<file path="config.mk">
export PLATFORM = sky130hd
export DESIGN_NAME = comms_command_decoder
export DESIGN_NICKNAME = d
export VERILOG_FILES = /design/src/rtl/comms_command_decoder_pkg.sv /design/src/rtl/comms_byte_serializer.sv /design/src/rtl/comms_command_decoder.sv
export SDC_FILE = /design/constraint.sdc
export NUM_CORES = 1
export LEC_CHECK = 0
export ABC_CLOCK_PERIOD_IN_PS = 8500
export BUFFER_PORTS_ARGS = -buffer_cell sky130_fd_sc_hd__buf_2
export CAP_MARGIN = 25
export CORE_MARGIN = 3
export CORE_UTILIZATION = 55
export DETAILED_ROUTE_END_ITERATION = 10
export PLACE_DENSITY = 0.77
export SYNTH_ARGS = -nofsm -noshare
export SYNTH_HDL_FRONTEND = slang
export SYNTH_SLANG_ARGS = --single-unit
</file>
<file path="constraint.sdc">
create_clock -name clock -period 8.5 [get_ports clock]
set_input_delay 1.7 -clock clock [delete_from_list [all_inputs] [get_ports clock]]
set_output_delay 1.7 -clock clock [all_outputs]
set_load 0.03 [all_outputs]
</file>
<file path="src/rtl/comms_command_decoder_pkg.sv">
`default_nettype none
// ============================================================================
// Module : comms_command_decoder_pkg
// Brief  : Shared opcodes, decoder state encoding and packet constants.
// Rev    : 1.0  initial release
// ============================================================================
package comms_command_decoder_pkg;

    typedef enum logic [7:0] {
        NOP   = 8'h00,
        WRITE = 8'h01,
        READ  = 8'h02
    } instructions_e;

    typedef logic [2:0] dec_state_t;

    localparam dec_state_t c_st_idle     = 3'd0;
    localparam dec_state_t c_st_receive  = 3'd1;
    localparam dec_state_t c_st_issue    = 3'd2;
    localparam dec_state_t c_st_wait     = 3'd3;
    localparam dec_state_t c_st_transmit = 3'd4;

    localparam int c_packet_bytes   = 8;
    localparam int c_response_bytes = 4;

    // Opcodes that reach the core_interface bus.
    function automatic logic is_bus_op(input logic [7:0] op);
        return (op == WRITE) || (op == READ);
    endfunction

endpackage
`default_nettype wire

</file>
<file path="src/rtl/comms_byte_serializer.sv">
`default_nettype none
// ============================================================================
// Module : comms_byte_serializer
// Brief  : Loads a 32-bit word and returns it MSB-first as 4 handshaked bytes.
// Rev    : 1.0  initial release
// ============================================================================
module comms_byte_serializer
    import comms_command_decoder_pkg::*;
(
    input  logic        clk,
    input  logic        rst,
    input  logic        i_load,
    input  logic [31:0] i_load_data,
    output logic [7:0]  o_tx_data,
    output logic        o_tx_valid,
    input  logic        i_tx_ready,
    output logic        o_last_xfer
);

    logic [31:0] r_shift;
    logic [1:0]  r_count;
    logic        r_valid;
    logic        w_xfer;

    assign w_xfer      = r_valid & i_tx_ready;
    assign o_last_xfer = w_xfer && (r_count == 2'(c_response_bytes - 1));
    assign o_tx_data   = r_shift[31:24];
    assign o_tx_valid  = r_valid;

    always_ff @(posedge clk or posedge rst) begin
        if (rst) begin
            r_shift <= '0;
            r_count <= '0;
            r_valid <= 1'b0;
        end else if (i_load) begin
            r_shift <= i_load_data;
            r_count <= '0;
            r_valid <= 1'b1;
        end else if (w_xfer) begin
            r_shift <= {r_shift[23:0], 8'h00};
            r_count <= r_count + 2'd1;
            if (o_last_xfer) begin
                r_valid <= 1'b0;
            end
        end
    end

endmodule
`default_nettype wire

</file>
<file path="src/rtl/comms_command_decoder.sv">
`default_nettype none
// ============================================================================
// Module : comms_command_decoder
// Brief  : Frames 8-byte host packets, drives the core bus, returns READ data.
// Rev    : 1.0  initial release
// ============================================================================
module comms_command_decoder
    import comms_command_decoder_pkg::*;
#(
    parameter int ISSUE_CYCLES   = 2,
    parameter int READ_LATENCY   = 2,
    parameter int TIMEOUT_CYCLES = 1000
) (
    input  logic        clock,
    input  logic        reset,
    input  logic [7:0]  rx_data,
    input  logic        rx_valid,
    output logic        rx_ready,
    output logic [7:0]  tx_data,
    output logic        tx_valid,
    input  logic        tx_ready,
    output logic [7:0]  instruction,
    output logic [23:0] address,
    output logic [31:0] value,
    input  logic [31:0] output_value,
    output logic        busy,
    output logic        error
);

    localparam int c_issue_n = (ISSUE_CYCLES   > 1) ? ISSUE_CYCLES   : 1;
    localparam int c_wait_n  = (READ_LATENCY   > 1) ? READ_LATENCY   : 1;
    localparam int c_to_n    = (TIMEOUT_CYCLES > 1) ? TIMEOUT_CYCLES : 1;
    localparam int c_ph_max  = (c_issue_n > c_wait_n) ? c_issue_n : c_wait_n;
    localparam int c_ph_w    = $clog2(c_ph_max + 1);
    localparam int c_to_w    = $clog2(c_to_n + 1);

    localparam logic [c_ph_w-1:0] c_issue_last = c_ph_w'(c_issue_n - 1);
    localparam logic [c_ph_w-1:0] c_wait_last  = c_ph_w'(c_wait_n - 1);
    localparam logic [c_to_w-1:0] c_to_last    = c_to_w'(c_to_n - 1);
    localparam logic [2:0]        c_last_byte  = 3'(c_packet_bytes - 1);

    dec_state_t        r_state;
    logic              r_rx_ready;
    logic [7:0]        r_opcode;
    logic [47:0]       r_shift;
    logic [2:0]        r_byte_cnt;
    logic [c_to_w-1:0] r_timeout;
    logic [c_ph_w-1:0] r_phase;
    logic [7:0]        r_instr;
    logic [23:0]       r_addr;
    logic [31:0]       r_value;
    logic              r_error;

    logic              w_rx_fire;
    logic [55:0]       w_packet;
    logic              w_load;
    logic              w_ser_last;

    assign w_rx_fire = rx_valid & r_rx_ready;
    assign w_packet  = {r_shift, rx_data};
    assign w_load    = (r_state == c_st_wait) && (r_phase == c_wait_last);

    always_ff @(posedge clock or posedge reset) begin
        if (reset) begin
            r_state    <= c_st_idle;
            r_rx_ready <= 1'b0;
            r_opcode   <= '0;
            r_shift    <= '0;
            r_byte_cnt <= '0;
            r_timeout  <= '0;
            r_phase    <= '0;
            r_instr    <= NOP;
            r_addr     <= '0;
            r_value    <= '0;
            r_error    <= 1'b0;
        end else begin
            r_error <= 1'b0;
            case (r_state)
                c_st_idle: begin
                    r_rx_ready <= 1'b1;
                    if (w_rx_fire) begin
                        r_opcode   <= rx_data;
                        r_byte_cnt <= 3'd1;
                        r_timeout  <= '0;
                        r_state    <= c_st_receive;
                    end
                end
                c_st_receive: begin
                    if (w_rx_fire) begin
                        r_shift    <= w_packet[47:0];
                        r_timeout  <= '0;
                        r_byte_cnt <= r_byte_cnt + 3'd1;
                        if (r_byte_cnt == c_last_byte) begin
                            r_byte_cnt <= '0;
                            if (is_bus_op(r_opcode)) begin
                                // Bus is driven straight off the completing byte: one-cycle issue latency.
                                r_instr    <= r_opcode;
                                r_addr     <= w_packet[55:32];
                                r_value    <= w_packet[31:0];
                                r_phase    <= '0;
                                r_rx_ready <= 1'b0;
                                r_state    <= c_st_issue;
                            end else begin
                                r_error <= (r_opcode != NOP);
                                r_state <= c_st_idle;
                            end
                        end
                    end else if (r_timeout == c_to_last) begin
                        r_error    <= 1'b1;
                        r_byte_cnt <= '0;
                        r_timeout  <= '0;
                        r_state    <= c_st_idle;
                    end else begin
                        r_timeout <= r_timeout + 1'b1;
                    end
                end
                c_st_issue: begin
                    if (r_phase == c_issue_last) begin
                        r_instr <= NOP;
                        r_phase <= '0;
                        if (r_opcode == READ) begin
                            r_state <= c_st_wait;
                        end else begin
                            r_rx_ready <= 1'b1;
                            r_state    <= c_st_idle;
                        end
                    end else begin
                        r_phase <= r_phase + 1'b1;
                    end
                end
                c_st_wait: begin
                    if (w_load) begin
                        r_phase <= '0;
                        r_state <= c_st_transmit;
                    end else begin
                        r_phase <= r_phase + 1'b1;
                    end
                end
                c_st_transmit: begin
                    if (w_ser_last) begin
                        r_rx_ready <= 1'b1;
                        r_state    <= c_st_idle;
                    end
                end
                default: begin
                    r_rx_ready <= 1'b0;
                    r_instr    <= NOP;
                    r_state    <= c_st_idle;
                end
            endcase
        end
    end

    comms_byte_serializer u_serializer (
        .clk         (clock),
        .rst         (reset),
        .i_load      (w_load),
        .i_load_data (output_value),
        .o_tx_data   (tx_data),
        .o_tx_valid  (tx_valid),
        .i_tx_ready  (tx_ready),
        .o_last_xfer (w_ser_last)
    );

    assign rx_ready    = r_rx_ready;
    assign instruction = r_instr;
    assign address     = r_addr;
    assign value       = r_value;
    assign busy        = (r_state != c_st_idle);
    assign error       = r_error;

endmodule
`default_nettype wire

</file>
; ---- After elaboration in Yosys (flattened, before gate mapping)
; Cells that the tools add are included.
[totals]
ff_bits = 175
latch_bits = 0
mem_bits_rw = 0
mem_bits_ro = 0
in_bits = 44
output_inout_bits = 76
elab_cells = 110
n_memories = 0
[classes]
addsub = 4
multipliers = 0
n_div = 0
magnitude_cmp = 0
n_eq_ne = 20
shift = 0
mux = 47
n_bitwise = 4
n_reduce_logical = 21
[ops]
columns = operator, n
row1 = $mux 32, 2
row2 = $mux 8, 4
row3 = $mux 10, 3
row4 = $mux 3, 9
row5 = $pmux 8 s3, 1
row6 = $pmux 10 s2, 1
row7 = $mux 2, 9
row8 = $pmux 3 s5, 1
row9 = $mux 1, 14
row10 = $ne 2x2->1 const B, 6
row11 = $add 10x1->10 const B, 1
row12 = $eq 10x10->1 const B, 1
row13 = $eq 8x1->1 const B, 1
row14 = $eq 8x2->1 const B, 1
row15 = $reduce_and 2->1, 4
row16 = $reduce_and 4->1, 2
row17 = $reduce_bool 8->1, 1
row18 = $reduce_and 7->1, 1
row19 = $eq 3x2->1 const B, 2
row20 = $eq 3x3->1 const B, 2
row21 = $ne 3x3->1 const B, 2
row22 = $pmux 2 s3, 1
row23 = $pmux 3 s2, 1
row24 = $reduce_and 6->1, 1
row25 = 17 further kinds, 25

; ---- Longest topological paths before layout
; Gate-level depths: netlist (run 1).
[depth]
word_depth = 6
mapped_depth = 8
mapped_depth_nobuf = 6

; ---- Hierarchy
; A second synthesis (run 1) with hierarchy kept.
[unflattened]
hier_cells = 580
hier_area_um2 = 7666.1
[modules_own_cells]
columns = module, n_inst, cells_each, area_per_inst_um2, seq_area_each_um2
row1 = comms_command_decoder, 1, 386, 5695.5, 3503.4
row2 = comms_byte_serializer, 1, 194, 1970.6, 875.8

; ---- Worst setup path after synthesis (run 1)
; No wires, ideal clock.
[synth_path]
kind = input-to-reg
from = in rx_valid
to = reg r_addr[0], in the netlist address[0]
setup_time_ns = 0.127
arrival_time_ns = 2.827
required_time_ns = 8.373
path_slack_ns = 5.545
stages = 6
path_buffers = 2
path_cell_list = nand2_1 nor2_4 and4bb_1 buf_6 buf_6 mux2_1
[synth_via]
elab_chain_cells = 2
[synth_lines]
columns = item, line_no
row1 = from (decl), comms_command_decoder.sv:17  ; input logic rx_valid,
row2 = $and 1x1->1, comms_command_decoder.sv:59  ; assign w_rx_fire = rx_valid & r_rx_ready;
row3 = $reduce_and 4->1 (no line), --
row4 = to (signal assigned), comms_command_decoder.sv:98  ; r_addr <= w_packet[55:32];
row5 = to (decl), comms_command_decoder.sv:50  ; logic [23:0] r_addr;
; No other way between the ends.
; A chain may end at the register's enable or synchronous reset.

; ---- Worst setup path after layout (run 1)
[layout_path]
from = in rx_valid
to = reg r_addr[15], in the netlist address[15]
; Same word-level chain as after synthesis.

==> run_results.csv, run 1 <==
group,metric,value,unit
run_status,status,"complete, no violations",
power,p_clk_share,31.3,%
finish,drive_above_1_share,34.9,%
clock_tree,htreeDepth,4,
timing,max_freq,0.269,GHz
floorplanning,core,12800,um2
drt,wl,13700,um
drt,num_vias,4570,
grt,grt_pass1_vias,4581,
setup_path,worstPathArrival,4.02,ns
power,swShare,29.2,%
setup_path,r2r_start,"r_state[0]$_DFFE_PP0P_",
power,power.switching,726,uW
finish,area_delta_synth_final,17.2,%
clock_tree,path_clk_slew,0.06,ns
setup_path,reg2reg_slack,5.21,ns
clock_tree,cts_root_buf,"clkbuf_16",
yosys,syn-instance-count,552,
finish,antenna_cells,0,
clock_tree,cts_tree,"built",
floorplanning,initial_core_util,56.7,%
timing,worstMarginPinSlew,0.966,ns
finish,final_cell_mix,"175 x dfrtp_1, 119 x buf_2, 74 x mux2_2",
power,peakVddDrop,165,uV
place,port-buffer-count,119,
drt,drt_iter0_markers,279,
power,cellLeakagePower,0.00446,uW
power,sequentialPowerShare,46.8,%
setup_path,cp-end-kind,"flop",
grt,grt_max_degree,123,
drt,dr.pass1.iters,4,
power,p_int,1760,uW
place,hpwl,9110,um
timing,setup_viol,0,
yosys,yosysUniqueCellTypes,49,
yosys,synthFlopType,"dfrtp_1",
drt,drt-vias-per-instance,5.43,
yosys,ys_warn_count,0,
floorplanning,die_w,121,um
timing,final.setup_skew,0.00864,ns
setup_path,required,8.80,ns
grt,grt.overflow.total,0,
timing,period_needed,3.72,ns
setup_path,worstSetupPathType,"input pin to flop",
place,gp_congestion,0.814,
grt,grt_pass1_wl,23200,um
finish,final_common_cell,"dfrtp_1",
timing,max_slew_margin,35.4,%
grt,grt_util_all_layers,20.3,%
timing,fin_tns_setup,0,ns
yosys,synth_nets,600,
setup_path,start_kind,"input pin",
setup_path,reg2reg_depth,5,
yosys,synth_area,7250,um2
yosys,seq_area_frac_synth,60.4,%
clock_tree,cts_resized,0,
floorplanning,die-area,14600,um2
floorplanning,die_h,121,um
clock_tree,cts.sinks,175,
drt,detail_route.wl_per_cell,16.3,um
setup_path,crit_start,"rx_valid",
clock_tree,numCtsBuffers,17,
setup_path,worstReg2RegEnd,"address[15]$_DFFE_PP0P_",
clock_tree,post-cts-setup-buffers,0,
floorplanning,ios,120,
timing,finalCritPeriodShare,43.8,%
clock_tree,insertion_delay,0.42,ns
yosys,avgSynthCellArea,13.1,um2
yosys,ys_async_sr_fraction,100,%
timing,rsz0062_at_grt,"no",
clock_tree,clockBufferDepth,2,
timing,hold_viol,0,
finish,fin_nets,705,
power,combPwrFrac,21.9,%
yosys,synth_edf_count,0,
floorplanning,rows,41,
setup_path,critPathMaxFanout,56,
clock_tree,cts_hold_buf,0,
drt,drc,0,
run,maxCapViolCount,0,
min_path,worstHoldStart,"value[10]$_DFFE_PP0P_",
min_path,hp-class,"flop to flop",
drt,drtAntennaViolNets,0,
timing,drv_slew,0,
power,power-per-cell-area,293,nW/um2
power,finalPower,2490,uW
yosys,ys_ff_latch,175,
setup_path,crit_path_end,"address[15]$_DFFE_PP0P_",
grt,antenna_found_initial,0,
[per-stage QoR]
step	hold WS (ns)	instance area (um2)	std cells	worst slack, ns	util (%)
4_1_cts	0.483	8470	841	4.78	66.3
6_report	0.480	8490	842	4.78	66.5
3_3_place_gp	0.464	7860	809	4.39	61.6
3_5_place_dp	0.469	7860	809	4.35	61.6
5_1_grt	0.500	8490	842	4.64	66.5
2_1_floorplan	0.466	7250	552	2.05	-
[flip-flops by register name, indices dropped and copies added, names as in the netlist]
register,flops
r_phase,2
error,1
r_byte_cnt,3
instruction,8
rx_ready,1
r_opcode,8
u_serializer.r_count,2
u_serializer.o_tx_valid,1
value,32
r_shift,48
u_serializer.r_shift,32
address,24
r_state,3
r_timeout,10
[metal layers]
layer,GRT usage [%],part of all wire [%]
met1,28.4,45
met4,6.59,1.3
met2,31.4,48
met3,5.10,5.2
met5,0,0
[final cells by class]
type / count / area [um2]
Tap cell: 172 / 215
Fill cell: 939 / 4280
Clock buffer: 25 / 505
Inverter: 9 / 38.8
Multi-Input combinational cell: 332 / 2620
Clock inverter: 7 / 96.3
Sequential cell: 175 / 4380
Timing Repair Buffer: 122 / 638
[cell usage after synthesis, types with 2 or more instances]
| cell | n | area (um2) |
|---|---|---|
| mux2i_1 | 26 | 260 |
| nand2_1 | 62 | 233 |
| mux2_2 | 74 | 833 |
| xnor2_1 | 2 | 17.5 |
| inv_1 | 9 | 33.8 |
| nor3b_1 | 2 | 15.0 |
| nand4_1 | 2 | 12.5 |
| a21oi_1 | 8 | 40.0 |
| xor2_1 | 2 | 17.5 |
| nand3b_1 | 5 | 37.5 |
| ha_1 | 4 | 50.1 |
| mux2_1 | 40 | 450 |
| o21a_1 | 2 | 15.0 |
| nand3_1 | 16 | 80.1 |
| nor4_1 | 2 | 12.5 |
| clkbuf_1 | 10 | 37.5 |
| o21ai_0 | 30 | 150 |
| dfrtp_1 | 175 | 4380 |
| buf_2 | 11 | 55.1 |
| nor2b_1 | 8 | 50.1 |
| nor2_1 | 5 | 18.8 |
| and2_1 | 2 | 12.5 |
| buf_6 | 5 | 56.3 |
| and3_1 | 3 | 18.8 |
| buf_4 | 9 | 67.6 |
| o211ai_1 | 2 | 15.0 |
| a31oi_1 | 12 | 75.1 |
| nand4b_1 | 2 | 17.5 |
| nor3_1 | 2 | 10.0 |
[power groups by stage]
stage / Clock, uW / Sequential, uW / Combinational, uW
after floorplan: 0 / 1140 / 448
after global placement: 0 / 1160 / 518
after detailed placement: 0 / 1180 / 543
after CTS: 799 / 1170 / 550
after global routing: 837 / 1190 / 605
final: 779 / 1170 / 544
[cells by family after synthesis]
family,after synthesis,share of synthesized area (%)
XOR/XNOR,4,0.484
buffers and inverters,45,3.51
flip-flops,175,60.4
AND/OR/NAND/NOR,121,8.41
multiplexers,140,21.3
adder cells (fa/ha/maj),4,0.691
AO/OA/AOI/OAI,63,5.16
[worst min path at each step]
stage | slack (ns) | endpoint | cells after the start
floorplan | 0.47 | u_serializer.r_shift[0]$_DFFE_PP0P_ | 2
global placement | 0.46 | value[7]$_DFFE_PP0P_ | 1
detailed placement | 0.47 | value[10]$_DFFE_PP0P_ | 1
CTS | 0.48 | value[10]$_DFFE_PP0P_ | 1
global route | 0.50 | value[17]$_DFFE_PP0P_ | 1
finish | 0.48 | value[10]$_DFFE_PP0P_ | 1
[worst max-delay path, stage by stage]
cell,delay (ns)
buf_2,0.12
nand2_1,0.12
nor2_4,0.12
buf_4,0.54
and4bb_4,0.92
mux2_2,0.42
Note: power is estimated with default switching activity, not from simulation.
==> inputs of run 2 (changes only) <==
- ABC_AREA: default -> 1
- ABC_CLOCK_PERIOD_IN_PS: 8500 -> 3400
- CORE_UTILIZATION: 55 -> 51
- PLACE_DENSITY: 0.77 -> 0.75
- clock period: 8.5 -> 3.4 ns (I/O delays scaled with it)
==> run 2 against run 1 <==
Effect of this change:
- routed wire length grew 6.9%
- sequential share of layout area shrank 0.97 points
- setup slack lost 3.7 ns
- register-to-register slack lost 4.1 ns
- count of clock-buffer cells in the layout shrank 6
- synthesized area grew 1.8%
- die area grew 9.3%
- power grew to 2.7 times the previous value
- highest routed layer unchanged
- first-iteration DRC count grew 40%
- cell count grew 34%
- synthesized cell count grew 51%
- worst hold slack lost 0.12 ns
==> run_results.csv, run 2 <==
group,metric,value,unit
setup_path,cp_top_family,"buffers and inverters",
power,power.switching,2250,uW
finish,final_common_cell,"nand2_1",
clock_tree,cts_resized,0,
floorplanning,rows,43,
timing,period_needed,2.31,ns
setup_path,critPathMaxFanout,23,
yosys,syn-instance-count,836,
floorplanning,initial_core_util,52.7,%
finish,final_cell_mix,"263 x nand2_1, 175 x dfrtp_1, 119 x buf_2",
clock_tree,post-cts-setup-buffers,0,
drt,drtAntennaViolNets,0,
timing,worstMarginPinSlew,0.695,ns
timing,hold_viol,0,
clock_tree,path_clk_slew,0.06,ns
clock_tree,cts_tree,"built",
place,port-buffer-count,119,
yosys,synth_edf_count,0,
place,hpwl,9790,um
timing,finalCritPeriodShare,67.9,%
timing,max_freq,0.433,GHz
setup_path,worstPathArrival,2.67,ns
power,sequentialPowerShare,44.6,%
power,peakVddDrop,377,uV
yosys,synth_nets,884,
yosys,synthTopCellsByCount,"264 x nand2_1, 175 x dfrtp_1, 96 x inv_1",
clock_tree,cts_root_buf,"clkbuf_16",
setup_path,timing.critical_path.mode_cell,"inv_1",
finish,drive_above_1_share,18.3,%
power,p_int,4430,uW
grt,grt_pass1_vias,5210,
grt,grt_pass1_wl,24800,um
timing,rsz0062_at_grt,"no",
setup_path,max_stage_delay,0.49,ns
power,swShare,33.7,%
clock_tree,insertion_delay,0.42,ns
floorplanning,die_h,126,um
drt,num_vias,5560,
timing,max_slew_margin,53.4,%
setup_path,path_buf_inv,4,
drt,detail_route.wl_per_cell,13.0,um
yosys,ys_ff_latch,175,
yosys,ys_warn_count,0,
place,gp_congestion,0.835,
finish,area_delta_synth_final,17.4,%
timing,setup_viol,0,
run,maxCapViolCount,0,
yosys,seq_area_frac_synth,59.4,%
finish,largest_register_ffs,48,
floorplanning,die_w,126,um
drt,wl,14700,um
setup_path,crit_chain,"inv_1 > nand3_1 > clkinv_1 > nand2_2 > buf_4 > nand2_1 > nor2_1 > a31oi_1 > inv_1",
yosys,synth_top_area_share,59.4,%
yosys,synthFlopType,"dfrtp_1",
yosys,yosysMostFrequentCell,"nand2_1",
power,cellLeakagePower,0.00452,uW
power,power-per-cell-area,771,nW/um2
yosys,synth_area,7370,um2
clock_tree,cts.sinks,175,
grt,antenna_found_initial,0,
yosys,yosysUniqueCellTypes,30,
clock_tree,cts_hold_buf,0,
drt,dr.pass1.iters,5,
drt,drt-vias-per-instance,4.92,
timing,fin_tns_setup,0,ns
power,combPwrFrac,25.2,%
yosys,avgSynthCellArea,8.82,um2
setup_path,reg2reg_slack,1.09,ns
setup_path,slowest_stage,"nand2_2",
finish,fillCellCount,1260,
timing,drv_slew,0,
power,p_clk_share,30.1,%
setup_path,start_kind,"flop",
setup_path,required,3.76,ns
clock_tree,numCtsBuffers,17,
grt,grt.overflow.total,0,
min_path,hp-class,"input pin to async pin",
floorplanning,core,14000,um2
clock_tree,clockBufferDepth,2,
finish,fin_nets,988,
run_status,status,"complete, no violations",
yosys,synthTopCellsByArea,"dfrtp_1 59%, nand2_1 13%, inv_1 4.9%, nand3_1 4.2%, o21ai_0 3.8%",
grt,grt_util_all_layers,19.2,%
yosys,ys_async_sr_fraction,100,%
finish,top_register,"r_shift",
floorplanning,die-area,15900,um2
grt,grt_max_degree,113,
setup_path,cp-end-kind,"flop",
timing,hold_slack,0.365,ns
drt,drt_iter0_markers,390,
yosys,yosysTopAreaCell,"dfrtp_1",
finish,antenna_cells,0,
setup_path,worstSetupPathType,"flop to flop",
drt,drc,0,
clock_tree,htreeDepth,4,
floorplanning,ios,120,
timing,final.setup_skew,0.0108,ns
## run 2: cell count changes in the layout (fill, tap and decap cells not counted), sizes merged, moves of 43 or more
cell / delta
mux2: -107
nand3: +47
inv: +86
o21ai: +55
nor2: +43
nand2: +204
## run 2: cell families (layout without fill, tap and decap cells)
| family | after synthesis | in the layout | synth area share, % |
|---|---|---|---|
| and+or+nand+nor | 383 | 383 | 21.1 |
| DFF | 175 | 175 | 59.4 |
| buffers and inverters | 145 | 260 | 8.75 |
| AOI/OAI and AO/OA | 117 | 117 | 8.47 |
| muxes | 7 | 7 | 1.07 |
| xor gates and xnor gates | 5 | 5 | 0.594 |
| adders and majority gates | 4 | 4 | 0.679 |
## run 2: path summary, 6_finish.rpt
| check | startpoint | to | cells after the start |
|---|---|---|---|
| worst max-delay path | r_state[2]$_DFFE_PP0P_ | u_serializer.r_count[1]$_DFFE_PP0P_ | 9 |
| worst min-delay path | reset | address[15]$_DFFE_PP0P_ | 2 |
| worst max register to register | r_state[2]$_DFFE_PP0P_ | u_serializer.r_count[1]$_DFFE_PP0P_ | 9 |
| worst min register to register | instruction[7]$_DFFE_PP0P_ | instruction[7]$_DFFE_PP0P_ | 2 |
| max in group asynchronous | reset | u_serializer.r_shift[24]$_DFFE_PP0P_ | 3 |
| min in group clock | instruction[7]$_DFFE_PP0P_ | instruction[7]$_DFFE_PP0P_ | 2 |
## run 2: cell type report
| cell class | instances | area (um2) | share of cell area, % |
|---|---|---|---|
| clock buffers | 19 | 443 | 5.12 |
| repair buffers | 129 | 708 | 8.18 |
| well taps | 180 | 225 | 2.60 |
| flip-flops and latches | 175 | 4380 | 50.6 |
| inverters | 101 | 383 | 4.42 |
| clock inverters | 11 | 165 | 1.91 |
| multi-input cells | 516 | 2350 | 27.2 |
## run 2: power groups by stage
stage | clock [uW] | sequential, uW | combinational (uW)
2_1_floorplan | 0 | 2950 | 1350
3_3_place_gp | 0 | 3000 | 1650
3_5_place_dp | 0 | 3010 | 1690
4_1_cts | 2050 | 2980 | 1710
5_1_grt | 2130 | 3050 | 1950
6_report | 2010 | 2980 | 1680
## run 2: through the flow
step	instances	instance area [um2]	utilization (%)	setup slack [ns]	power, uW
floorplan	836	7380	-	0.481	4300
global placement	1101	8050	57.5	1.04	4650
detailed placement	1101	8050	57.5	1.01	4700
CTS	1131	8660	61.9	1.09	6740
global route	1131	8660	61.9	0.765	7140
finish	1131	8660	61.9	1.09	6670
## run 2: worst reg2reg max path, stage by stage, from the launching register on
cell and delay [ns]:
dfrtp_1 0.41, inv_1 0.12, nand3_1 0.13, clkinv_1 0.46
nand2_2 0.49, buf_4 0.32, nand2_1 0.10, nor2_1 0.10
a31oi_1 0.05, inv_1 0.07
## run 2: layer usage
layer  wire length [um]  track usage [%]  up-vias  share of wire [%]
met4                197             6.06        0                1.3
li1                   -                -     2841                  -
met3                791             4.79       13                5.4
met5                  0                0        -                  0
met1               6890             27.3     2570                 47
met2               6810             29.3      136                 46
